`src/rtl/vector_pkg.sv`:
```
// Shared vector-unit types: fp16 scalar type, reduction opcodes, special fp16
// encodings and the per-op identity element used to pad masked lanes.
package vector_pkg;

  typedef logic [15:0] fp16_t;

  typedef enum logic [1:0] {
    RED_MAX     = 2'b00,
    RED_MIN     = 2'b01,
    RED_SUM     = 2'b10,
    RED_ILLEGAL = 2'b11
  } reduction_op;

  localparam fp16_t FP16_POS_INF  = 16'h7C00;
  localparam fp16_t FP16_NEG_INF  = 16'hFC00;
  localparam fp16_t FP16_NEG_ZERO = 16'h8000;
  localparam fp16_t FP16_QNAN     = 16'h7E00;

  // Value that leaves the accumulator unchanged when fed through the ALU.
  function automatic fp16_t identity_of(input reduction_op op);
    fp16_t id;
    case (op)
      RED_MAX: id = FP16_NEG_INF;
      RED_MIN: id = FP16_POS_INF;
      RED_SUM: id = FP16_NEG_ZERO;
      default: id = FP16_QNAN;
    endcase
    return id;
  endfunction

endpackage

```
`src/rtl/vreduction_seq.sv`:
```
// Reduction sequencer: buffers one masked fp16 vector and walks it lane by lane
// through an external combinational ALU, returning a single scalar result.
module vreduction_seq
  import vector_pkg::*;
#(
  parameter int LANES = 16,
  parameter int IDXW  = $clog2(LANES)
) (
  input  logic                CLK,
  input  logic                RST,
  input  logic                start,
  input  logic [1:0]          op,
  input  logic [LANES-1:0]    lane_mask,
  input  logic [LANES*16-1:0] vec_in,
  output logic                ready,
  output logic                busy,
  output logic                done,
  output logic                err,
  output logic [15:0]         result,
  output logic [15:0]         alu_a,
  output logic [15:0]         alu_b,
  output logic [1:0]          alu_op,
  input  logic [15:0]         alu_out
);

  typedef enum logic [1:0] {S_IDLE, S_RUN, S_FIN} state_t;

  state_t      state_q, state_d;
  logic [IDXW-1:0] idx_q, idx_d;
  fp16_t       acc_q, acc_d;
  fp16_t       result_q, result_d;
  reduction_op op_q, op_d;
  fp16_t       lane_buf_q [LANES];
  fp16_t       lane_buf_d [LANES];
  fp16_t       masked_in  [LANES];

  // Masked lanes become the identity so the RUN loop never needs the mask.
  generate
    for (genvar gi = 0; gi < LANES; gi++) begin : g_mask
      assign masked_in[gi] = lane_mask[gi] ? vec_in[gi*16 +: 16]
                                           : identity_of(reduction_op'(op));
    end
  endgenerate

  always_comb begin
    state_d    = state_q;
    idx_d      = idx_q;
    acc_d      = acc_q;
    result_d   = result_q;
    op_d       = op_q;
    lane_buf_d = lane_buf_q;
    ready      = 1'b0;
    busy       = 1'b0;
    done       = 1'b0;
    err        = 1'b0;
    alu_a      = '0;
    alu_b      = '0;
    alu_op     = op_q;
    case (state_q)
      S_IDLE: begin
        ready = 1'b1;
        if (start) begin
          op_d       = reduction_op'(op);
          lane_buf_d = masked_in;
          idx_d      = IDXW'(1);
          if (reduction_op'(op) == RED_ILLEGAL) begin
            acc_d    = FP16_QNAN;
            result_d = FP16_QNAN;
            state_d  = S_FIN;
          end else begin
            acc_d   = masked_in[0];
            state_d = S_RUN;
          end
        end
      end
      S_RUN: begin
        busy  = 1'b1;
        alu_a = acc_q;
        alu_b = lane_buf_q[idx_q];
        acc_d = alu_out;
        // Final lane: capture the result now so it is valid alongside done.
        if (idx_q == IDXW'(LANES-1)) begin
          result_d = alu_out;
          state_d  = S_FIN;
        end else begin
          idx_d = idx_q + IDXW'(1);
        end
      end
      S_FIN: begin
        done    = 1'b1;
        err     = (op_q == RED_ILLEGAL);
        state_d = S_IDLE;
      end
      default: state_d = S_IDLE;
    endcase
  end

  always_ff @(posedge CLK or posedge RST) begin
    if (RST) begin
      state_q  <= S_IDLE;
      idx_q    <= '0;
      acc_q    <= '0;
      result_q <= '0;
      op_q     <= RED_MAX;
      for (int i = 0; i < LANES; i++) lane_buf_q[i] <= '0;
    end else begin
      state_q    <= state_d;
      idx_q      <= idx_d;
      acc_q      <= acc_d;
      result_q   <= result_d;
      op_q       <= op_d;
      lane_buf_q <= lane_buf_d;
    end
  end

  assign result = result_q;

endmodule
```
`config.mk`:
```
export PLATFORM = sky130hd
export DESIGN_NAME = vreduction_seq
export DESIGN_NICKNAME = d
export VERILOG_FILES = /design/src/rtl/vector_pkg.sv /design/src/rtl/vreduction_seq.sv
export SDC_FILE = /design/constraint.sdc
export NUM_CORES = 1
export LEC_CHECK = 0
export ABC_CLOCK_PERIOD_IN_PS = 12200
export CAP_MARGIN = 20
export CORE_MARGIN = 1
export CORE_UTILIZATION = 35
export DETAILED_ROUTE_END_ITERATION = 6
export GPL_TIMING_DRIVEN = 0
export PLACE_DENSITY = 0.58
export RECOVER_POWER = 50
export SLEW_MARGIN = 10
export SYNTH_ARGS = -nofsm -noshare
export SYNTH_HDL_FRONTEND = slang
export SYNTH_SLANG_ARGS = --single-unit
```
`constraint.sdc`:
```
create_clock -name CLK -period 12.2 [get_ports CLK]
set_input_delay 1.83 -clock CLK [delete_from_list [all_inputs] [get_ports CLK]]
set_output_delay 1.83 -clock CLK [all_outputs]
set_load 0.005 [all_outputs]
```
==> impl_results.md <==
- Residual overflow from global routing: 0
- Biggest cell delay along the critical path: 2680 ps
- Number of enable flip-flop cells after synthesis: 0
- Per-instance average area after synthesis: 9.58 µm²
- Commonest cells after routing, fill and taps aside: sky130_fd_sc_hd__nand2_1 (429), sky130_fd_sc_hd__clkdlybuf4s50_1 (319), sky130_fd_sc_hd__dfrtp_1 (296), sky130_fd_sc_hd__nand3_1 (135), sky130_fd_sc_hd__clkbuf_1 (87)
- Cts repair resizes: 0
- Total number of placement rows: 74
- Clock-pin slew on the worst setup and hold paths: 60 ps
- Maximum number of pins on one net before global-route repair: 107
- Final total power: 4.75 mW
- Worst clock skew: 16.0 ps
- Fraction of layout cells with a size suffix above 1: 7.84%
- Wire length of the first global-routing pass: 82400 µm
- Number of antenna-violating nets in the routed design: 0
- Average wire per standard cell: 22.6 µm
- Clock network latency to the later pin of the worst-skew pair: 510 ps
- Clock root buffer master: sky130_fd_sc_hd__clkbuf_16
- CP endpoint kind: asynchronous set/reset pin
- Ranking of synthesized cells by area: sky130_fd_sc_hd__dfrtp_1 (51%), sky130_fd_sc_hd__nand2_1 (11%), sky130_fd_sc_hd__mux4_2 (7.8%)
- Cell count after synthesis: 1511
- Synth Register Bits: 296
- Vertical extent of the die: 205 µm
- Total GRT Usage: 26.5%
- Clock group share of total power: 20.8%
- RSZ-0062 raised after global routing: false
- Clock sink count: 296
- Area occupied by multi-input gates: 6460 µm²
- Routed vias/inst: 5.28
- Final routed wirelength across all metal layers: 55000 µm
- Cell Area, Synth: 14500 µm²
- Iter 0 DRT Violations: 851
- Layout filler cell count: 3948
- Overall die area: 42200 µm²
- Synth warn: 0
- Fraction of power spent switching nets: 38.1%
- Kind of launch point of the worst setup path: primary input
- Final Util: 47.9%
- Fraction of the cycle the final worst path needs: 44.6%
- Run status: finished with violations
- P_leak: 8.84 nW
- Power per standard cell area: 243 nW/µm²
- Share of the yosys chip area belonging to registers: 51.2%
- Minimum period implied by the final worst setup slack: 5440 ps
- Worst-case hold slack: 461 ps
- Worst-margin pin slew: 4850 ps
- # setup viols final: 0
- Class of the most critical hold timing path: flip-flop to flip-flop
- Core Box Area: 40800 µm²
- Pint: 2.94 mW
- Antenna violations before repair: 5
- Top_reg_cell synth: sky130_fd_sc_hd__dfrtp_1
- Buffers inserted during post-CTS setup optimization: 0
- Top Family by Delay on Critical Path: buffers and inverters
- Comb power frac: 44.0%
- Half-perimeter wire length after detailed placement: 42800 µm
- GP Congestion: 0.891
- Proportion of power drawn by flip-flops and latches: 35.2%
- H-tree lvl count: 2
- Vias in the first global route: 13293
- Commonest non-fill, non-tap cell in the layout: sky130_fd_sc_hd__nand2_1
- Data required, critical path: 11950 ps
- Buffers on Ports: 330
- Number of distinct library cell variants in the gate-level netlist after synthesis: 38
- Cell-by-cell trace of the critical path: dlygate4sd3_1 > clkinvlp_2
- TritonCTS clock tree: done
- Number of design rule violations left after detail routing: 0
- Number of nets in the layout: 2174
- Final Hold Vio Count: 0
- Worst-path fanout max: 102
- Die Width: 205 µm
- Deepest clock path buffer count: 3
- Fraction of post-synthesis cell area in the top cell type by area: 51.2%
- Final slew viol count: 101
- Relative slew slack: -225%
- Failing checks: capacitance limit, slew limit
- TritonRoute pass-1 iters: 7
- Arrival time worst endpoint: 5180 ps
- Worst-path cell with the longest stage delay: sky130_fd_sc_hd__clkinvlp_2
- Total negative slack for setup checks: 0 ps
- Max IR drop VDD: 0.0967 mV
- Number of hold buffers added after cts: 0
- Maximum operating frequency: 184 MHz
- Worst path bufs/invs: 2
- TritonCTS buffer count: 35
- Via count: 12875
- Io pins: 347
- Area leader, netlist: sky130_fd_sc_hd__dfrtp_1
- Proportion of register bits with asynchronous set or reset after synthesis: 100%
- Combined flip-flop and latch cell area: 7410 µm²
- Worst setup path class: primary input to asynchronous set/reset pin
- Signed area change from the synthesized netlist to the final layout: 35.2%
- Effective utilization at floorplan: 35.4%
- Syn Nets: 1805
- Max-cap viol count: 1
- Total net switching power: 1.81 mW
==> flip-flops by register name, indices dropped and copies added (netlist names) <==
name,cells
lane_buf_q,256
state_q,2
alu_op,2
idx_q,4
result,16
acc_q,16
==> area by class of cell <==
class                           instances  share of cell area [%]
Antenna cell                            4                  0.0512
Buffer                                127                    3.02
Clock buffer                           54                    5.31
Clock inverter                          4                   0.102
Inverter                                3                  0.0639
Multi-Input combinational cell       1085                    33.0
Sequential cell                       296                    37.9
Tap cell                              532                    3.40
Timing Repair Buffer                  332                    17.2
==> power groups by stage <==
| stage | combinational, mW | clock, mW | sequential (mW) |
|---|---|---|---|
| floorplan | 1.26 | 0 | 1.59 |
| global placement | 2.05 | 0 | 1.67 |
| detailed placement | 2.09 | 0 | 1.69 |
| CTS | 2.10 | 1.00 | 1.67 |
| global route | 2.27 | 1.04 | 1.72 |
| finish | 2.09 | 0.989 | 1.67 |
==> cell usage after synthesis (3+ instances only) <==
library cell,count
sky130_fd_sc_hd__nand2_1,429
sky130_fd_sc_hd__o22ai_1,9
sky130_fd_sc_hd__o21ai_0,42
sky130_fd_sc_hd__nand3_1,135
sky130_fd_sc_hd__o31ai_1,75
sky130_fd_sc_hd__a21oi_1,55
sky130_fd_sc_hd__a22o_1,14
sky130_fd_sc_hd__o22a_1,6
sky130_fd_sc_hd__dfrtp_1,296
sky130_fd_sc_hd__clkbuf_1,74
sky130_fd_sc_hd__nor2b_1,78
sky130_fd_sc_hd__and3_1,16
sky130_fd_sc_hd__buf_2,39
sky130_fd_sc_hd__buf_6,7
sky130_fd_sc_hd__mux4_2,50
sky130_fd_sc_hd__buf_1,5
sky130_fd_sc_hd__nor2_1,67
sky130_fd_sc_hd__a221o_1,14
sky130_fd_sc_hd__a22oi_1,14
sky130_fd_sc_hd__nand2b_1,3
sky130_fd_sc_hd__o211ai_1,11
sky130_fd_sc_hd__and2_1,17
sky130_fd_sc_hd__mux2i_1,37
==> final timing paths <==
path / from / end / slack [ps] / cells past startpoint
worst min register to register: lane_buf_q[132] / lane_buf_q[132] / 460 / 2
worst min-delay path: lane_buf_q[132] / lane_buf_q[132] / 460 / 2
worst max register to register: state_q[0] / lane_buf_q[120] / 9660 / 6
max in group CLK: idx_q[1] / alu_b[12] / 6980 / 7
worst max-delay path: RST / lane_buf_q[62] / 6760 / 2
min in group asynchronous: RST / lane_buf_q[234] / 3270 / 2
==> routing by layer <==
layer / up-vias / track usage (%) / part of all wire, %
met5: - / 0 / 0
met4: 0 / 8.02 / 2.9
met3: 84 / 5.21 / 6.9
met2: 485 / 43.0 / 47
met1: 6337 / 35.6 / 43
li1: 5969 / - / -
==> kinds of logic after synthesis <==
logic type | count (synthesis) | synth area share (%)
mux | 87 | 10.3
compound gates | 244 | 11.3
simple gates | 752 | 22.8
flops | 296 | 51.2
xor+xnor | 1 | 0.0605
fa+ha+maj | 1 | 0.0864
buf+inv | 130 | 4.18
==> metrics by stage <==
step / instance area [µm²] / instances / setup slack [ps]
after floorplan: 14500 / 1511 / 2190
after CTS: 19600 / 2433 / 6980
final: 19600 / 2437 / 6760
after global placement: 18400 / 2373 / -1850
after detailed placement: 18500 / 2375 / 7520
after global routing: 19600 / 2434 / 5950
(Power assumes the default switching activity.)
